[config.mk]
export PLATFORM = sky130hd
export DESIGN_NAME = activation_writeback
export DESIGN_NICKNAME = d
export VERILOG_FILES = /design/src/rtl/activation_writeback.sv
export SDC_FILE = /design/constraint.sdc
export NUM_CORES = 1
export LEC_CHECK = 0
export CAP_MARGIN = 40
export CORE_MARGIN = 4
export CORE_UTILIZATION = 52
export DETAILED_ROUTE_END_ITERATION = 10
export GPL_ROUTABILITY_DRIVEN = 0
export PLACE_DENSITY = 0.83
export SETUP_SLACK_MARGIN = 0.3
export SLEW_MARGIN = 5
export SYNTH_ARGS = -nofsm -noshare
export SYNTH_HDL_FRONTEND = slang
export SYNTH_SLANG_ARGS = --single-unit
[constraint.sdc]
create_clock -name clk_i -period 4 [get_ports clk_i]
set_input_delay 0.6 -clock clk_i [delete_from_list [all_inputs] [get_ports clk_i]]
set_output_delay 0.6 -clock clk_i [all_outputs]
set_load 0.01 [all_outputs]
[src/rtl/activation_writeback.sv]
// activation_writeback: captures fixed-latency activation results, buffers
// whole vectors in a FIFO and streams them out as narrow ready/valid beats.
//
// Ports:
//   clk_i, rst_i      clock, synchronous active-high reset
//   issue_valid_i/o   issue handshake toward the activation unit (credit gated)
//   act_data_i        N_PE*WO activation result, lane i at [i*WO +: WO]
//   out_valid_o/i     output beat handshake, out_last_o marks final beat
//   out_data_o        OUT_LANES*WO beat payload
//   vec_count_o       vectors fully delivered since reset (wraps)
module activation_writeback #(
    parameter int N_PE      = 16,
    parameter int WO        = 8,
    parameter int LATENCY   = 2,
    parameter int DEPTH     = 4,
    parameter int OUT_LANES = 4
) (
    input  logic                    clk_i,
    input  logic                    rst_i,
    input  logic                    issue_valid_i,
    output logic                    issue_ready_o,
    input  logic [N_PE*WO-1:0]      act_data_i,
    output logic                    out_valid_o,
    input  logic                    out_ready_i,
    output logic [OUT_LANES*WO-1:0] out_data_o,
    output logic                    out_last_o,
    output logic [15:0]             vec_count_o
);

    localparam int VW    = N_PE * WO;
    localparam int BW    = OUT_LANES * WO;
    localparam int BEATS = N_PE / OUT_LANES;
    localparam int PW    = $clog2(DEPTH);
    localparam int CW    = $clog2(DEPTH + 1);
    localparam int IW    = (BEATS > 1) ? $clog2(BEATS) : 1;

    localparam logic [IW-1:0] LAST_BEAT = IW'(BEATS - 1);
    localparam logic [CW-1:0] DEPTH_C   = CW'(DEPTH);

    logic [CW-1:0]      credits_q, credits_d;
    logic [LATENCY-1:0] track_q, track_d;
    logic [VW-1:0]      mem_q [DEPTH];
    logic [PW-1:0]      wr_ptr_q, wr_ptr_d;
    logic [PW-1:0]      rd_ptr_q, rd_ptr_d;
    logic [CW-1:0]      count_q, count_d;
    logic [IW-1:0]      beat_q, beat_d;
    logic [15:0]        vcnt_q, vcnt_d;

    logic          issue_hs;
    logic          wr_en;
    logic          beat_hs;
    logic          pop;
    logic [VW-1:0] head;

    assign issue_ready_o = (credits_q != '0);
    assign issue_hs      = issue_valid_i && issue_ready_o;
    // A matured issue means act_data_i holds its result this cycle.
    assign wr_en         = track_q[LATENCY-1];
    assign out_valid_o   = (count_q != '0);
    assign beat_hs       = out_valid_o && out_ready_i;
    assign out_last_o    = out_valid_o && (beat_q == LAST_BEAT);
    assign pop           = beat_hs && out_last_o;
    assign head          = mem_q[rd_ptr_q];
    assign vec_count_o   = vcnt_q;

    // Beat select; zero while the FIFO is empty.
    always_comb begin
        out_data_o = '0;
        for (int k = 0; k < BEATS; k++) begin
            if (out_valid_o && (beat_q == IW'(k))) begin
                out_data_o = head[k*BW +: BW];
            end
        end
    end

    always_comb begin
        track_d    = '0;
        track_d[0] = issue_hs;
        for (int i = 1; i < LATENCY; i++) begin
            track_d[i] = track_q[i-1];
        end

        // Credit covers a vector from issue until its last beat leaves.
        credits_d = credits_q;
        if (issue_hs && !pop) begin
            credits_d = credits_q - 1'b1;
        end else if (pop && !issue_hs) begin
            credits_d = credits_q + 1'b1;
        end

        count_d = count_q;
        if (wr_en && !pop) begin
            count_d = count_q + 1'b1;
        end else if (pop && !wr_en) begin
            count_d = count_q - 1'b1;
        end

        wr_ptr_d = wr_en ? wr_ptr_q + 1'b1 : wr_ptr_q;
        rd_ptr_d = pop ? rd_ptr_q + 1'b1 : rd_ptr_q;

        beat_d = beat_q;
        if (beat_hs) begin
            beat_d = out_last_o ? '0 : beat_q + 1'b1;
        end

        vcnt_d = vcnt_q;
        if (pop) begin
            vcnt_d = vcnt_q + 16'd1;
        end
    end

    always_ff @(posedge clk_i) begin
        if (rst_i) begin
            credits_q <= DEPTH_C;
            track_q   <= '0;
            wr_ptr_q  <= '0;
            rd_ptr_q  <= '0;
            count_q   <= '0;
            beat_q    <= '0;
            vcnt_q    <= '0;
        end else begin
            credits_q <= credits_d;
            track_q   <= track_d;
            wr_ptr_q  <= wr_ptr_d;
            rd_ptr_q  <= rd_ptr_d;
            count_q   <= count_d;
            beat_q    <= beat_d;
            vcnt_q    <= vcnt_d;
        end
    end

    // Storage needs no reset: pointers and count define validity.
    always_ff @(posedge clk_i) begin
        if (wr_en) begin
            mem_q[wr_ptr_q] <= act_data_i;
        end
    end

    // Credits bound the in-flight vectors, so a full-FIFO write is a bug.
    always_ff @(posedge clk_i) begin
        if (!rst_i) begin
            assert (!(wr_en && (count_q == DEPTH_C)));
        end
    end

endmodule

==> results.sh <==
export IMPL_numCtsBuffers=54
export IMPL_swShare_pct=19.91
export IMPL_arrival_ns=2.97
export IMPL_cts_tree="done"
export IMPL_clk_latency_ns=0.59
export IMPL_drc=0
export IMPL_p_sw_w=0.002408
export IMPL_antenna_found_initial=12
export IMPL_maxCapViolCount=0
export IMPL_start_util_pct=52.51
export IMPL_yosys_warnings=0
export IMPL_first_global_vias=10897
export IMPL_ys_flop_type="edfxtp_1"
export IMPL_cpPeakStageDelay_ns=0.62
export IMPL_reg2reg_to="credits_q[2]"
export IMPL_syn_avg_cell_area_um2=21.91
export IMPL_htreeDepth=2
export IMPL_portBuffers=182
export IMPL_num_fill_cells=2641
export IMPL_fin_nets=1321
export IMPL_wl_per_cell_um=24.42
export IMPL_grt_overflow=0
export IMPL_critPathSlowestCell="o21ai_4"
export IMPL_rsz0062_at_grt="no"
export IMPL_outcome="completed"
export IMPL_p_leak_nw=7.855
export IMPL_cp_required_ns=3.40
export IMPL_num_rows=73
export IMPL_reg2reg_slack_ns=1.44
export IMPL_cp_startpoint="beat_q[0]"
export IMPL_syn2layout_area_growth_pct=21.72
export IMPL_synth_largest_area_cell="edfxtp_1"
export IMPL_comb_power_share_pct=5.2
export IMPL_hold_viol=0
export IMPL_vias_per_cell=5.872
export IMPL_grt_pass1_wl_mm=65.87
export IMPL_synth_edf_count=512
export IMPL_clkTransAtPathRegs_ns=0.06
export IMPL_die_w_um=208.1
export IMPL_clockBufferDepth=3
export IMPL_seq_power_share_pct=52.4
export IMPL_clock_skew_ns=0.02084
export IMPL_hpwl_mm=25.37
export IMPL_startpoint_type="flip-flop"
export IMPL_vias=10271
export IMPL_die_area_um2=43290
export IMPL_layout_cells_non_filler=1749
export IMPL_hold_slack_ns=0.4538
export IMPL_placedCellCount=1635
export IMPL_design_area_um2=25340
export IMPL_slew_headroom_pct=48.32
export IMPL_syn_cell_area_um2=20810
export IMPL_yosysUniqueCellTypes=38
export IMPL_dr_pass1_iters=5
export IMPL_final_cell_mix="512 x edfxtp_1, 182 x clkdlybuf4s50_1, 128 x mux4_2, 55 x clkbuf_16, 44 x a21oi_1"
export IMPL_rr_startpoint="beat_q[0]"
export IMPL_drive_above_1_share_pct=23.75
export IMPL_grt_usage_pct=19.82
export IMPL_crit_type="flip-flop to primary output"
export IMPL_final_common_cell="edfxtp_1"
export IMPL_worst_path_max_fanout=15
export IMPL_rr_worst_depth=9
export IMPL_tightest_slew_ns=0.7723
export IMPL_drt_total_wl_mm=42.70
export IMPL_synthArstFlopShare_pct=0
export IMPL_multi_input_area_um2=4502
export IMPL_slew_violations=0
export IMPL_seq_area_um2=16020
export IMPL_die_y_um=208.1
export IMPL_tns_ns=0
export IMPL_cts_sinks=544
export IMPL_ys_seq_area_share_pct=76.94
export IMPL_hold_start="track_q[0]"
export IMPL_period_needed_ns=3.575
export IMPL_powerDensity_nw_per_um2=477.3
export IMPL_path_cells="inv_1 -> ha_1 -> o21ai_4 -> buf_4 -> a21oi_1 -> clkdlybuf4s50_1"
export IMPL_syn_num_nets=1095
export IMPL_synth_top_area_share_pct=73.86
export IMPL_final_util_pct=63.91
export IMPL_setup_viol=0
export IMPL_synthTopCellsByArea="edfxtp_1 74%, mux4_2 14%, dfxtp_1 3.1%"
export IMPL_hold_end="track_q[1]"
export IMPL_cts_hold_fix_buffers=0
export IMPL_period_share_pct=89.37
export IMPL_clkPwrFrac_pct=42.4
export IMPL_cp_end_kind="primary output"
export IMPL_drt_iter0_drc=801
export IMPL_place_area_um2=23410
export IMPL_whs_path_depth=1
export IMPL_hp_class="flip-flop to flip-flop"
export IMPL_drtAntennaViolNets=0
export IMPL_fmax_ghz=0.2797
export IMPL_synth_seq_cells=544
export IMPL_syn_inst=950
export IMPL_coreArea_um2=39640
export IMPL_cts_root_buf="clkbuf_16"
export IMPL_ioPinCount=183
export IMPL_grt_max_degree=66
export IMPL_intPower_w=0.009685
export IMPL_vdd_drop_max_mv=0.3601
[cell usage after synthesis, types with 2 or more instances]
cell type,count
edfxtp_1,512
mux4_2,128
a21oi_1,44
dfxtp_1,32
o22ai_1,32
a22oi_2,30
buf_2,22
nor2_1,18
inv_1,12
clkbuf_1,11
ha_1,11
nand2_1,11
xor2_1,10
buf_6,9
or3_1,9
and2_1,7
o21ai_0,7
buf_1,6
nand3_1,4
nand4_1,4
xnor2_1,4
mux2i_1,3
o31ai_1,3
or4_1,3
a22oi_1,2
buf_4,2
fa_1,2
nor2b_1,2
[layout make-up]
class	count	share of cell area [%]
sequential	544	63.24
multi-input combinational	344	17.77
timing repair buffer	220	9.038
clock buffer	65	5.620
tap	525	2.593
clock inverter	36	1.531
inverter	12	0.1778
antenna	3	0.02963
[metal layers]
| layer | GRT usage, % | wire (um) |
|---|---|---|
| met1 | 26.85 | 16800 |
| met2 | 32.54 | 21500 |
| met3 | 5.277 | 3462 |
| met5 | 0 | 138 |
| met4 | 5.255 | 796 |
[cell families after synthesis]
| logic type | after synthesis | share of synthesized area (%) |
|---|---|---|
| DFF | 544 | 76.94 |
| muxes | 131 | 13.99 |
| AOI/OAI and AO/OA | 120 | 4.250 |
| and+or+nand+nor | 66 | 1.761 |
| buffers and inverters | 62 | 1.611 |
| xor gates and xnor gates | 14 | 0.5890 |
| adders and majority gates | 13 | 0.8536 |
[flip-flops by register name, indices dropped and copies added, names as in the netlist, named ones only]
signal and flops:
credits_q 3, vec_count_o 16, beat_q 2, rd_ptr_q 2, wr_ptr_q 2, track_q 2, count_q 3, mem_q 512
[critical path, delay by kind of cell, from the launching register on]
kind            cells  cell delay [ns]
buf+inv             3             0.95
fa+ha+maj           1             0.25
compound gates      2             0.77
flops               1             0.40
[power by group through the flow]
stage,logic [W],clock network (W),registers [W]
3_3_place_gp,0.000600,0,0.00645
5_1_grt,0.000670,0.00549,0.00634
6_report,0.000625,0.00513,0.00634
2_1_floorplan,0.000271,0,0.00646
3_5_place_dp,0.000616,0,0.00646
4_1_cts,0.000629,0.00523,0.00634
[worst max-delay path by stage]
stage               cells past startpoint  slack [ns]              to
floorplan                               3        1.44     mem_q[2][0]
global placement                        6        0.95   out_data_o[6]
detailed placement                      6        0.89  out_data_o[30]
CTS                                     5        0.33   out_data_o[7]
global route                            6        0.32   out_data_o[0]
finish                                  6        0.43   out_data_o[0]
[metrics by stage]
stage                     worst slack, ns  total power [W]
after floorplan                     1.442         0.006726
after global placement             0.9504         0.007049
after detailed placement           0.8925         0.007073
after CTS                          0.3332          0.01220
after global routing               0.3205          0.01250
final                              0.4251          0.01209
[repair_timing]
action,CTS,global route
resized for setup,3,3
setup endpoints to repair,8,20
pin swaps,1,0
buffers inserted,2,8
(Power assumes the default switching activity.)
